<file path="config.mk">
export PLATFORM = sky130hd
export DESIGN_NAME = sd_rrarb_mux
export DESIGN_NICKNAME = d
export VERILOG_FILES = /design/src/rtl/sd_rrarb_pkg.sv /design/src/rtl/sd_rr_pick.sv /design/src/rtl/sd_rrarb_mux.sv
export SDC_FILE = /design/constraint.sdc
export NUM_CORES = 1
export LEC_CHECK = 0
export CORE_MARGIN = 5
export CORE_UTILIZATION = 48
export CTS_CLUSTER_DIAMETER = 120
export DETAILED_ROUTE_END_ITERATION = 16
export PLACE_DENSITY = 0.92
export SKIP_CTS_REPAIR_TIMING = 1
export SLEW_MARGIN = 20
export SYNTH_ARGS = -nofsm -noshare
export SYNTH_HDL_FRONTEND = slang
export SYNTH_SLANG_ARGS = --single-unit
</file>
<file path="constraint.sdc">
create_clock -name clk -period 4.9 [get_ports clk]
set_input_delay 0.49 -clock clk [delete_from_list [all_inputs] [get_ports clk]]
set_output_delay 0.49 -clock clk [all_outputs]
set_load 0.05 [all_outputs]
</file>
<file path="src/rtl/sd_rrarb_pkg.sv">
`default_nettype none
// ============================================================================
// Module      : sd_rrarb_pkg
// Description : Shared constants and grant helpers for the round-robin mux.
// Revision    : 1.0
// ============================================================================
package sd_rrarb_pkg;

    localparam int c_max_inputs = 16;
    localparam int c_idx_w      = $clog2(c_max_inputs);

    function automatic logic [c_max_inputs-1:0] idx_to_onehot(input logic [c_idx_w-1:0] idx);
        idx_to_onehot      = '0;
        idx_to_onehot[idx] = 1'b1;
    endfunction

endpackage
`default_nettype wire

</file>
<file path="src/rtl/sd_rr_pick.sv">
`default_nettype none
// ============================================================================
// Module      : sd_rr_pick
// Description : Combinational round-robin picker; one-hot winner from requests.
// Revision    : 1.0
// ============================================================================
module sd_rr_pick
    import sd_rrarb_pkg::*;
#(
    parameter int inputs = 4,
    localparam int c_gw  = $clog2(inputs)
) (
    input  logic [inputs-1:0] i_req,
    input  logic [c_gw-1:0]   i_last_grant,
    output logic [inputs-1:0] o_grant
);

    logic [c_gw-1:0] w_sel;
    logic            w_found;

    // Scan starts one past the last winner and wraps, so the last winner is checked last.
    always_comb begin
        o_grant = '0;
        w_found = 1'b0;
        w_sel   = '0;
        for (int k = 1; k <= inputs; k++) begin
            w_sel = c_gw'((int'(i_last_grant) + k) % inputs);
            if (!w_found && i_req[w_sel]) begin
                o_grant = inputs'(idx_to_onehot(c_idx_w'(w_sel)));
                w_found = 1'b1;
            end
        end
    end

endmodule
`default_nettype wire

</file>
<file path="src/rtl/sd_rrarb_mux.sv">
`default_nettype none
// ============================================================================
// Module      : sd_rrarb_mux
// Description : Round-robin arbiter/mux of srdy/drdy channels into one
//               registered output. SD_RRARB_PKTLOCK_EN enables packet locking.
// Revision    : 1.0
// ============================================================================
module sd_rrarb_mux
    import sd_rrarb_pkg::*;
#(
    parameter int width  = 8,
    parameter int inputs = 4
) (
    input  logic                    clk,
    input  logic                    reset,
    input  logic [inputs-1:0]       c_srdy,
    output logic [inputs-1:0]       c_drdy,
    input  logic [inputs*width-1:0] c_data,
    input  logic [inputs-1:0]       c_eop,
    output logic                    p_srdy,
    input  logic                    p_drdy,
    output logic [width-1:0]        p_data,
    output logic                    p_eop,
    output logic [inputs-1:0]       p_grant
);

    localparam int              c_gw       = $clog2(inputs);
    localparam logic [c_gw-1:0] c_last_rst = c_gw'(inputs - 1);

    logic                r_p_srdy;
    logic [width-1:0]    r_p_data;
    logic                r_p_eop;
    logic [inputs-1:0]   r_p_grant;
    logic [c_gw-1:0]     r_last_grant;

    logic                w_ld;
    logic [inputs-1:0]   w_elig;
    logic [inputs-1:0]   w_req;
    logic [inputs-1:0]   w_pick;
    logic [inputs-1:0]   w_grant_ok;
    logic                w_xfer;
    logic [width-1:0]    w_win_data;
    logic                w_win_eop;
    logic [c_gw-1:0]     w_win_idx;

`ifdef SD_RRARB_PKTLOCK_EN
    logic r_locked;

    // The locked channel is always the last winner, so no separate owner register is needed.
    assign w_elig = r_locked ? inputs'(idx_to_onehot(c_idx_w'(r_last_grant))) : '1;

    always_ff @(posedge clk or negedge reset) begin
        if (!reset) begin
            r_locked <= 1'b0;
        end else if (w_xfer) begin
            r_locked <= !w_win_eop;
        end
    end
`else
    assign w_elig = '1;
`endif

    assign w_ld       = !r_p_srdy || p_drdy;
    assign w_req      = c_srdy & w_elig;
    assign w_grant_ok = w_ld ? w_pick : '0;
    assign w_xfer     = |w_grant_ok;
    assign c_drdy     = reset ? w_grant_ok : '0;

    sd_rr_pick #(
        .inputs       (inputs)
    ) u_pick (
        .i_req        (w_req),
        .i_last_grant (r_last_grant),
        .o_grant      (w_pick)
    );

    always_comb begin
        w_win_data = '0;
        w_win_eop  = 1'b0;
        w_win_idx  = '0;
        for (int i = 0; i < inputs; i++) begin
            if (w_pick[i]) begin
                w_win_data = c_data[i*width +: width];
                w_win_eop  = c_eop[i];
                w_win_idx  = c_gw'(i);
            end
        end
    end

    always_ff @(posedge clk or negedge reset) begin
        if (!reset) begin
            r_p_srdy     <= 1'b0;
            r_p_data     <= '0;
            r_p_eop      <= 1'b0;
            r_p_grant    <= '0;
            r_last_grant <= c_last_rst;
        end else if (w_xfer) begin
            r_p_srdy     <= 1'b1;
            r_p_data     <= w_win_data;
            r_p_eop      <= w_win_eop;
            r_p_grant    <= w_pick;
            r_last_grant <= w_win_idx;
        end else if (r_p_srdy && p_drdy) begin
            r_p_srdy     <= 1'b0;
        end
    end

    assign p_srdy  = r_p_srdy;
    assign p_data  = r_p_data;
    assign p_eop   = r_p_eop;
    assign p_grant = r_p_grant;

endmodule
`default_nettype wire

</file>
==> results.ini, run 1 <==
[outcome]
status=completed

[die]
die_h_um=67.2
die_w_um=67.2
core_area_sq_um=3100
top_level_ports=61
start_util_pct=50.7
rows=20
dieArea_sq_um=4520

[synthesis]
yosys.area_share.simple_pct=18.1
ys_warn_count=0
synth_nets=224
synth_compound_area_share_pct=33.3
syn_avg_cell_area_sq_um=9.04
yosysUniqueCellTypes=40
synth_xor_xnor_area_share_pct=0
synth_adder_area_share_pct=5.57
synth-seq-cells=16
synth_top_area_share_pct=22.3
syn_area_sq_um=1570
synth_top_family_by_area=compound AO/OA/AOI/OAI gates
postSynthCellCount=174
synth_seq_area_share_pct=25.6
synthTopCellsByArea=dfrtp_1 22%, mux4_2 5.7%, ha_1 5.6%
synthMuxAreaShare_pct=5.73
yosys.area.top_type=dfrtp_1

[setup_path]
worst_setup_path_start_kind=flip-flop
critPathRequiredTime_ps=4410
crit_family=buffers and inverters
cp-startpoint=r_last_grant[0]$_DFFE_PN1P_
critPathBufInv=3
arrival_ps=3990
cp_slowest_cell=clkdlybuf4s50_1
max_stage_delay_ps=810
r2r-end=p_data[5]$_DFFE_PN0P_
crit_fanout=14
end_kind=output port
crit_chain=inv_1, ha_1, mux4_2, nor4b_2, and2_1, a211o_1, buf_4, and3_1, clkdlybuf4s50_1
critPathCapture=c_drdy[3]
r2r_cells=9
crit_type=flip-flop to output port
crit-reg2reg-launch=r_last_grant[0]$_DFFE_PN1P_
path_depth=9
r2r_slack_ps=1410

[sta]
worst_pin_slew_ps=805
finalSetupViolCount=0
drv_slew=0
fin_crit_sh_pct=91.3
setup_tns_ps=0
fmax_ghz=0.223
fin_ws_ps=424
final_hold_viol_count=0
fin_hold_ws_ps=514
skew_ps=11.6
rsz0062_at_grt=no
slew_headroom_pct=46.2
finalCriticalPeriod_ps=4480

[cts]
clkLatencyLatePin_ps=300
cts_made_buffers=3
clk_path_buf_depth=2
path_clk_slew_ps=90
root_buffer=clkbuf_4
clock-sinks=16
htreeDepth=1
cts_tree=done

[cells_and_area]
final_common_cell=clkdlybuf4s50_1
antenna_cells=0
final_nets=277
final_cell_mix=59 x clkdlybuf4s50_1, 23 x inv_1, 14 x dfrtp_1, 13 x and3_1, 10 x nand3_1
layout-drive-gt1-share_pct=11.9
area_growth_pct=41.3

[job]
maxCapViolCount=0

[grt]
grt_pass1_wl_um=7350
grt-ovfl-total=0
antenna_found_initial=0
grt_pass1_vias=1523
grt_max_degree=24
grt_use_total_pct=20.9

[route]
wl_per_cell_um=17.2
drc_errors=0
dr.pass1.iters=4
routed_wl_um=4650
postRouteAntennaNets=0
viasPerCell=6.01
vias=1623
initialDrtViolationCount=227

[worst_hold_path]
min_path_type=flip-flop to flip-flop

[placed_design]
hpwl_um=3420
dpl_worst_slack_ps=758
io_buffers=60
globalplace.congestion=0.858

## per-layer routing
metal	GRT usage (%)	up-vias	wire [um]
met3	4.49	4	418
li1	-	780	-
met2	34.5	73	2200
met4	3.04	0	27
met5	0	-	0
met1	28.6	766	2000
## registers in the layout, indices dropped and copies added (netlist names)
signal        cells
p_eop             1
p_srdy            1
p_grant           4
p_data            8
r_last_grant      2
## cell families (layout without fill, tap and decap cells)
group,count (synthesis),in the layout
muxes,4,4
AOI/OAI and AO/OA,60,60
DFF,16,16
buffers and inverters,41,93
and+or+nand+nor,46,46
adders and majority gates,7,7
## how the worst min path moves through the flow
stage,from,to,slack (ps),cells past startpoint
final,p_grant[1]$_DFFE_PN0P_,p_grant[1]$_DFFE_PN0P_,510,1
after global placement,p_grant[1]$_DFFE_PN0P_,p_grant[1]$_DFFE_PN0P_,490,1
after CTS,p_grant[1]$_DFFE_PN0P_,p_grant[1]$_DFFE_PN0P_,520,1
after global routing,p_grant[1]$_DFFE_PN0P_,p_grant[1]$_DFFE_PN0P_,550,1
after floorplan,reset,p_data[0]$_DFFE_PN0P_,190,0
after detailed placement,p_grant[1]$_DFFE_PN0P_,p_grant[1]$_DFFE_PN0P_,490,1
## Yosys cell counts
cell	n
nor4_1	3
a41oi_4	1
nand3b_1	3
o311ai_0	1
a211oi_1	2
mux4_2	4
and2_0	1
a21oi_2	1
and3_1	13
a211o_1	1
nor4b_2	1
o41ai_2	1
dfstp_2	2
inv_1	23
a31oi_1	1
a2111oi_4	1
a22o_1	4
o311ai_1	8
dfrtp_1	14
o31ai_1	9
buf_1	2
o21ai_0	2
or3_4	1
o22ai_1	2
o221ai_1	9
nand2b_1	2
a2bb2oi_1	1
ha_1	7
nand3_1	10
and2_1	2
a21oi_1	6
clkbuf_1	4
nor3_4	1
a211oi_2	1
buf_6	2
buf_2	9
buf_4	1
a221oi_1	9
nand2_1	7
nor2b_1	2
## stage by stage
stage	utilization, %	cell area, sq um	instances
finish	71.6	2220	270
global route	71.6	2220	270
CTS	71.6	2220	270
detailed placement	70.4	2190	266
global placement	70.4	2190	266
floorplan	-	1570	174
## area by class of cell
class | count | area [sq um]
multi-input cells | 117 | 998
flip-flops and latches | 16 | 403
repair buffers | 66 | 643
inverters | 23 | 86.3
well taps | 44 | 55.1
clock buffers | 4 | 36.3
fillers | 266 | 881
## worst reg2reg max path, delay by kind of cell (launching register included)
family / cells / cell delay, ps
AO/OA/AOI/OAI: 4 / 910
flip-flops: 1 / 640
adder cells (fa/ha/maj): 1 / 350
multiplexers: 1 / 630
buffers and inverters: 2 / 320
AND/OR/NAND/NOR: 1 / 520
Power of run 1 is left out: the tool's default activity adds up to more than one toggle a clock period on the data nets, which glitch-free logic cannot reach.
==> run 2, diff against run 1 <==
--- a/config.mk
+++ b/config.mk
@@ -9,7 +9,7 @@
 export CORE_UTILIZATION = 48
 export CTS_CLUSTER_DIAMETER = 120
 export DETAILED_ROUTE_END_ITERATION = 16
-export PLACE_DENSITY = 0.92
+export PLACE_DENSITY = 0.87
 export SKIP_CTS_REPAIR_TIMING = 1
 export SLEW_MARGIN = 20
 export SYNTH_ARGS = -nofsm -noshare
==> constraint.sdc (replaced) <==
create_clock -name clk -period 4.9 [get_ports clk]
set_input_delay 0.735 -clock clk [delete_from_list [all_inputs] [get_ports clk]]
set_output_delay 0.735 -clock clk [all_outputs]
set_load 0.05 [all_outputs]
==> run 2 against run 1 <==
Register-to-register slack about the same. Sequential share of layout area shrank 0.081 points. Sequential cell count is the same. Final cell count down 0.37%. Design area grew 0.45%. Critical endpoint unchanged.
==> results.ini, run 2 (same netlist as run 1, synthesis figures left out) <==
[route]
drc_errors=0  ; unchanged
highest_layer=met4
vias=1594  ; -1.8%
postRouteAntennaNets=0  ; unchanged
wl_met2_um=2290  ; +4.0%
routed_wl_um=4700  ; +1.2%
met1Wirelength_um=2110  ; +5.1%
initialDrtViolationCount=124  ; -45%
wl_per_cell_um=17.5  ; +1.6%
dr.pass1.iters=4  ; unchanged
wl_met3_um=271  ; -35%
viasPerCell=5.93  ; -1.4%

[cells_and_area]
nFillCells=265  ; -0.38%
final_nets=276  ; -0.36%
final_cell_mix=56 x clkdlybuf4s50_1, 23 x inv_1, 14 x dfrtp_1, 13 x and3_1, 10 x nand3_1
final_common_cell=clkdlybuf4s50_1
largest_register_ffs=8  ; unchanged
area_growth_pct=41.9
seq_area_sq_um=403  ; unchanged
utilization_pct=71.9  ; +0.32 points
multi_input_area_sq_um=998  ; unchanged
final_cell_count_no_fill=269  ; -0.37%
antenna_cells=0  ; unchanged
layout-drive-gt1-share_pct=12.9  ; +0.94 points

[grt]
grt_pass1_wl_um=7210  ; -1.9%
grt_pass1_vias=1553  ; +2.0%
grt-ovfl-total=0  ; unchanged
grt_max_degree=24  ; unchanged
antenna_found_initial=0  ; unchanged
grt_use_total_pct=20.5  ; -0.37 points

[die]
die_h_um=67.2  ; unchanged
die_w_um=67.2  ; unchanged
start_util_pct=50.7  ; unchanged
dieArea_sq_um=4520  ; unchanged
top_level_ports=61  ; unchanged
core_area_sq_um=3100  ; unchanged
rows=20  ; unchanged

[sta]
rsz0062_at_grt=no
fin_hold_ws_ps=506  ; -7.87 ps
slew_headroom_pct=43.7  ; -2.5 points
final_hold_viol_count=0  ; unchanged
skew_ps=8.49  ; -3.11 ps
setup_tns_ps=0  ; unchanged
worst_pin_slew_ps=842  ; +37.8 ps
fin_crit_sh_pct=88.4  ; -2.9 points
finalCriticalPeriod_ps=4330  ; -144 ps
drv_slew=0  ; unchanged
fmax_ghz=0.231  ; +3.3%
finalSetupViolCount=0  ; unchanged

[cts]
cts_made_buffers=3  ; unchanged
clkLatencyLatePin_ps=300  ; about the same
path_clk_slew_ps=110  ; +20 ps
clock-sinks=16  ; unchanged
clk_path_buf_depth=2  ; unchanged
htreeDepth=1  ; unchanged
cts_tree=done
root_buffer=clkbuf_4

[setup_path]
worst_setup_path_start_kind=flip-flop
crit_chain=inv_1, ha_1, mux4_2, nor4b_2, and2_1, a211o_1, and3_1, buf_4
critPathBufInv=2  ; -1
max_stage_delay_ps=650  ; -160 ps
critPathRequiredTime_ps=4160  ; -250 ps
crit_family=simple AND/OR/NAND/NOR gates
arrival_ps=3600  ; -390 ps
crit_type=flip-flop to output port
end_kind=output port
cp_slowest_cell=dfstp_2
crit_fanout=14  ; unchanged

[placed_design]
io_buffers=60  ; unchanged
globalplace.congestion=0.805  ; -6.1%
place_inst=265  ; -0.38%
hpwl_um=3490  ; +1.8%

[outcome]
status=completed

[job]
maxCapViolCount=0  ; unchanged

[worst_hold_path]
min_path_type=flip-flop to flip-flop

==> run 2: changes by cell type in the layout (fill, tap and decap cells not counted), sizes merged <==
cell / before / now
buf: 7 / 9
clkdlybuf4s50: 59 / 56
==> run 2: per-layer routing <==
layer | track usage (%) | vias to the layer above
met3 | 3.00 | 5
met2 | 35.3 | 55
li1 | - | 779
met1 | 26.8 | 755
met5 | 0 | -
met4 | 5.32 | 0
==> run 2: worst paths after layout <==
| check | startpoint | end | slack, ps | depth (start not counted) |
|---|---|---|---|---|
| min in group asynchronous | reset | p_eop$_DFFE_PN0P_ | 910 | 1 |
| max in group asynchronous | reset | p_grant[3]$_DFFE_PN0P_ | 3470 | 1 |
| min | p_grant[1]$_DFFE_PN0P_ | p_grant[1]$_DFFE_PN0P_ | 510 | 1 |
| max | r_last_grant[0]$_DFFE_PN1P_ | c_drdy[3] | 570 | 8 |
| min reg2reg | p_grant[1]$_DFFE_PN0P_ | p_grant[1]$_DFFE_PN0P_ | 510 | 1 |
| max reg2reg | r_last_grant[0]$_DFFE_PN1P_ | p_data[7]$_DFFE_PN0P_ | 1410 | 8 |
==> run 2: cell type report <==
class / instances / share of cell area [%]
flip-flops and latches: 16 / 18.0
repair buffers: 65 / 29.3
inverters: 23 / 3.87
clock buffers: 4 / 1.63
multi-input cells: 117 / 44.7
well taps: 44 / 2.47
==> run 2: worst reg2reg max path, delay by kind of cell, from the launching register on <==
family                     cells  cell delay, ps
AOI/OAI and AO/OA              2             550
adders and majority gates      1             350
buffers and inverters          1             130
DFF                            1             650
muxes                          1             620
and+or+nand+nor                3            1050
==> run 2: stage by stage <==
| stage | instance area (sq um) | setup WS, ps |
|---|---|---|
| after floorplan | 1570 | 1240 |
| after global placement | 2200 | 894 |
| after detailed placement | 2200 | 777 |
| after CTS | 2230 | 569 |
| after global routing | 2230 | 277 |
| final | 2230 | 568 |
Power of run 2 is left out for the same reason.
==> run 3, diff against run 2 <==
--- a/config.mk
+++ b/config.mk
@@ -9,7 +9,7 @@
 export CORE_UTILIZATION = 48
 export CTS_CLUSTER_DIAMETER = 120
 export DETAILED_ROUTE_END_ITERATION = 16
-export PLACE_DENSITY = 0.87
+export PLACE_DENSITY = 0.95
 export SKIP_CTS_REPAIR_TIMING = 1
 export SLEW_MARGIN = 20
 export SYNTH_ARGS = -nofsm -noshare
==> run 3 against run 2 <==
Worst hold slack improved by 3.1 ps. Routed wire length decreased by 4.4%. Design area unchanged. Non-clock buffer count unchanged. Critical endpoint unchanged. Die area unchanged. Critical path type unchanged. Global-route usage decreased by 0.78 points. Via count decreased by 0.19%. Sequential share of layout area unchanged.
==> results.ini, run 3 (same netlist as run 1, synthesis figures left out) <==
[cells_and_area]
final_nets=276  ; unchanged
final_cell_mix=56 x clkdlybuf4s50_1, 23 x inv_1, 14 x dfrtp_1, 13 x and3_1, 10 x nand3_1
area_growth_pct=41.9  ; unchanged
multi_input_area_sq_um=998  ; unchanged
final_common_cell=clkdlybuf4s50_1
layout-drive-gt1-share_pct=12.9  ; unchanged
antenna_cells=0  ; unchanged
seq_area_sq_um=403  ; unchanged
nFillCells=256  ; -3.4%
largest_register_ffs=8  ; unchanged

[cts]
clkLatencyLatePin_ps=290  ; about the same
htreeDepth=1  ; unchanged
cts_made_buffers=3  ; unchanged
path_clk_slew_ps=80  ; -30 ps
root_buffer=clkbuf_4
cts_tree=done
clock-sinks=16  ; unchanged
clk_path_buf_depth=2  ; unchanged

[setup_path]
max_stage_delay_ps=650  ; about the same
critPathRequiredTime_ps=4160  ; about the same
crit_type=flip-flop to output port
critPathBufInv=2  ; unchanged
cp_slowest_cell=dfstp_2
crit_fanout=14  ; unchanged
end_kind=output port
crit_chain=inv_1, ha_1, mux4_2, nor4b_2, and2_1, a211o_1, and3_1, buf_4
crit_family=simple AND/OR/NAND/NOR gates
arrival_ps=3490  ; -110 ps
worst_setup_path_start_kind=flip-flop

[route]
vias=1591  ; -0.19%
routed_wl_um=4500  ; -4.4%
wl_per_cell_um=16.7  ; -4.4%
viasPerCell=5.91  ; -0.19%
initialDrtViolationCount=122  ; -1.6%
drc_errors=0  ; unchanged
postRouteAntennaNets=0  ; unchanged
dr.pass1.iters=4  ; unchanged

[grt]
grt_pass1_vias=1557  ; +0.26%
grt_use_total_pct=19.7  ; -0.78 points
grt-ovfl-total=0  ; unchanged
grt_pass1_wl_um=7000  ; -2.9%
antenna_found_initial=0  ; unchanged
grt_max_degree=24  ; unchanged

[die]
die_w_um=67.2  ; unchanged
core_area_sq_um=3100  ; unchanged
dieArea_sq_um=4520  ; unchanged
top_level_ports=61  ; unchanged
die_h_um=67.2  ; unchanged
rows=20  ; unchanged
start_util_pct=50.7  ; unchanged

[sta]
fin_crit_sh_pct=86.2  ; -2.2 points
rsz0062_at_grt=no
fin_hold_ws_ps=509  ; +3.10 ps
final_hold_viol_count=0  ; unchanged
setup_tns_ps=0  ; unchanged
worst_pin_slew_ps=798  ; -44.4 ps
finalCriticalPeriod_ps=4230  ; -106 ps
fmax_ghz=0.237  ; +2.5%
drv_slew=0  ; unchanged
slew_headroom_pct=46.6  ; +3.0 points
skew_ps=11.9  ; +3.42 ps
finalSetupViolCount=0  ; unchanged

[placed_design]
globalplace.congestion=0.873  ; +8.4%
hpwl_um=3300  ; -5.3%
io_buffers=60  ; unchanged

[outcome]
status=completed

[worst_hold_path]
min_path_type=flip-flop to flip-flop

[job]
maxCapViolCount=0  ; unchanged

[run 3: cell counts in the layout (fill, tap and decap cells not counted)]
Identical to the previous run, type by type.
[run 3: stage by stage]
step                instance area (sq um)  setup WS [ps]  instances  utilization (%)
floorplan                            1570           1240        174                -
global placement                     2200            890        265             70.8
detailed placement                   2200            853        265             70.8
CTS                                  2230            674        269             71.9
global route                         2230            449        269             71.9
finish                               2230            674        269             71.9
[run 3: final cells by class]
type | count | area share, %
clock buffers | 4 | 1.63
multi-input cells | 117 | 44.7
inverters | 23 | 3.87
well taps | 44 | 2.47
flip-flops and latches | 16 | 18.0
repair buffers | 65 | 29.3
[run 3: path summary, 6_finish.rpt]
check | startpoint | end | slack (ps) | cells past startpoint
min reg2reg | p_grant[1]$_DFFE_PN0P_ | p_grant[1]$_DFFE_PN0P_ | 510 | 1
max in group asynchronous | reset | p_grant[0]$_DFFE_PN0P_ | 3490 | 1
min in group asynchronous | reset | p_eop$_DFFE_PN0P_ | 900 | 1
max reg2reg | r_last_grant[0]$_DFFE_PN1P_ | p_data[3]$_DFFE_PN0P_ | 1440 | 9
max | r_last_grant[0]$_DFFE_PN1P_ | c_drdy[3] | 670 | 8
min | p_grant[1]$_DFFE_PN0P_ | p_grant[1]$_DFFE_PN0P_ | 510 | 1
[run 3: routing by layer]
layer  GRT usage, %  part of all wire, %  vias up
met2           33.4                   48       60
met3           3.83                  7.9        4
met4           2.28                 0.47        0
li1               -                    -      778
met1           26.9                   44      749
met5              0                    0        -
Power of run 3 is left out for the same reason.
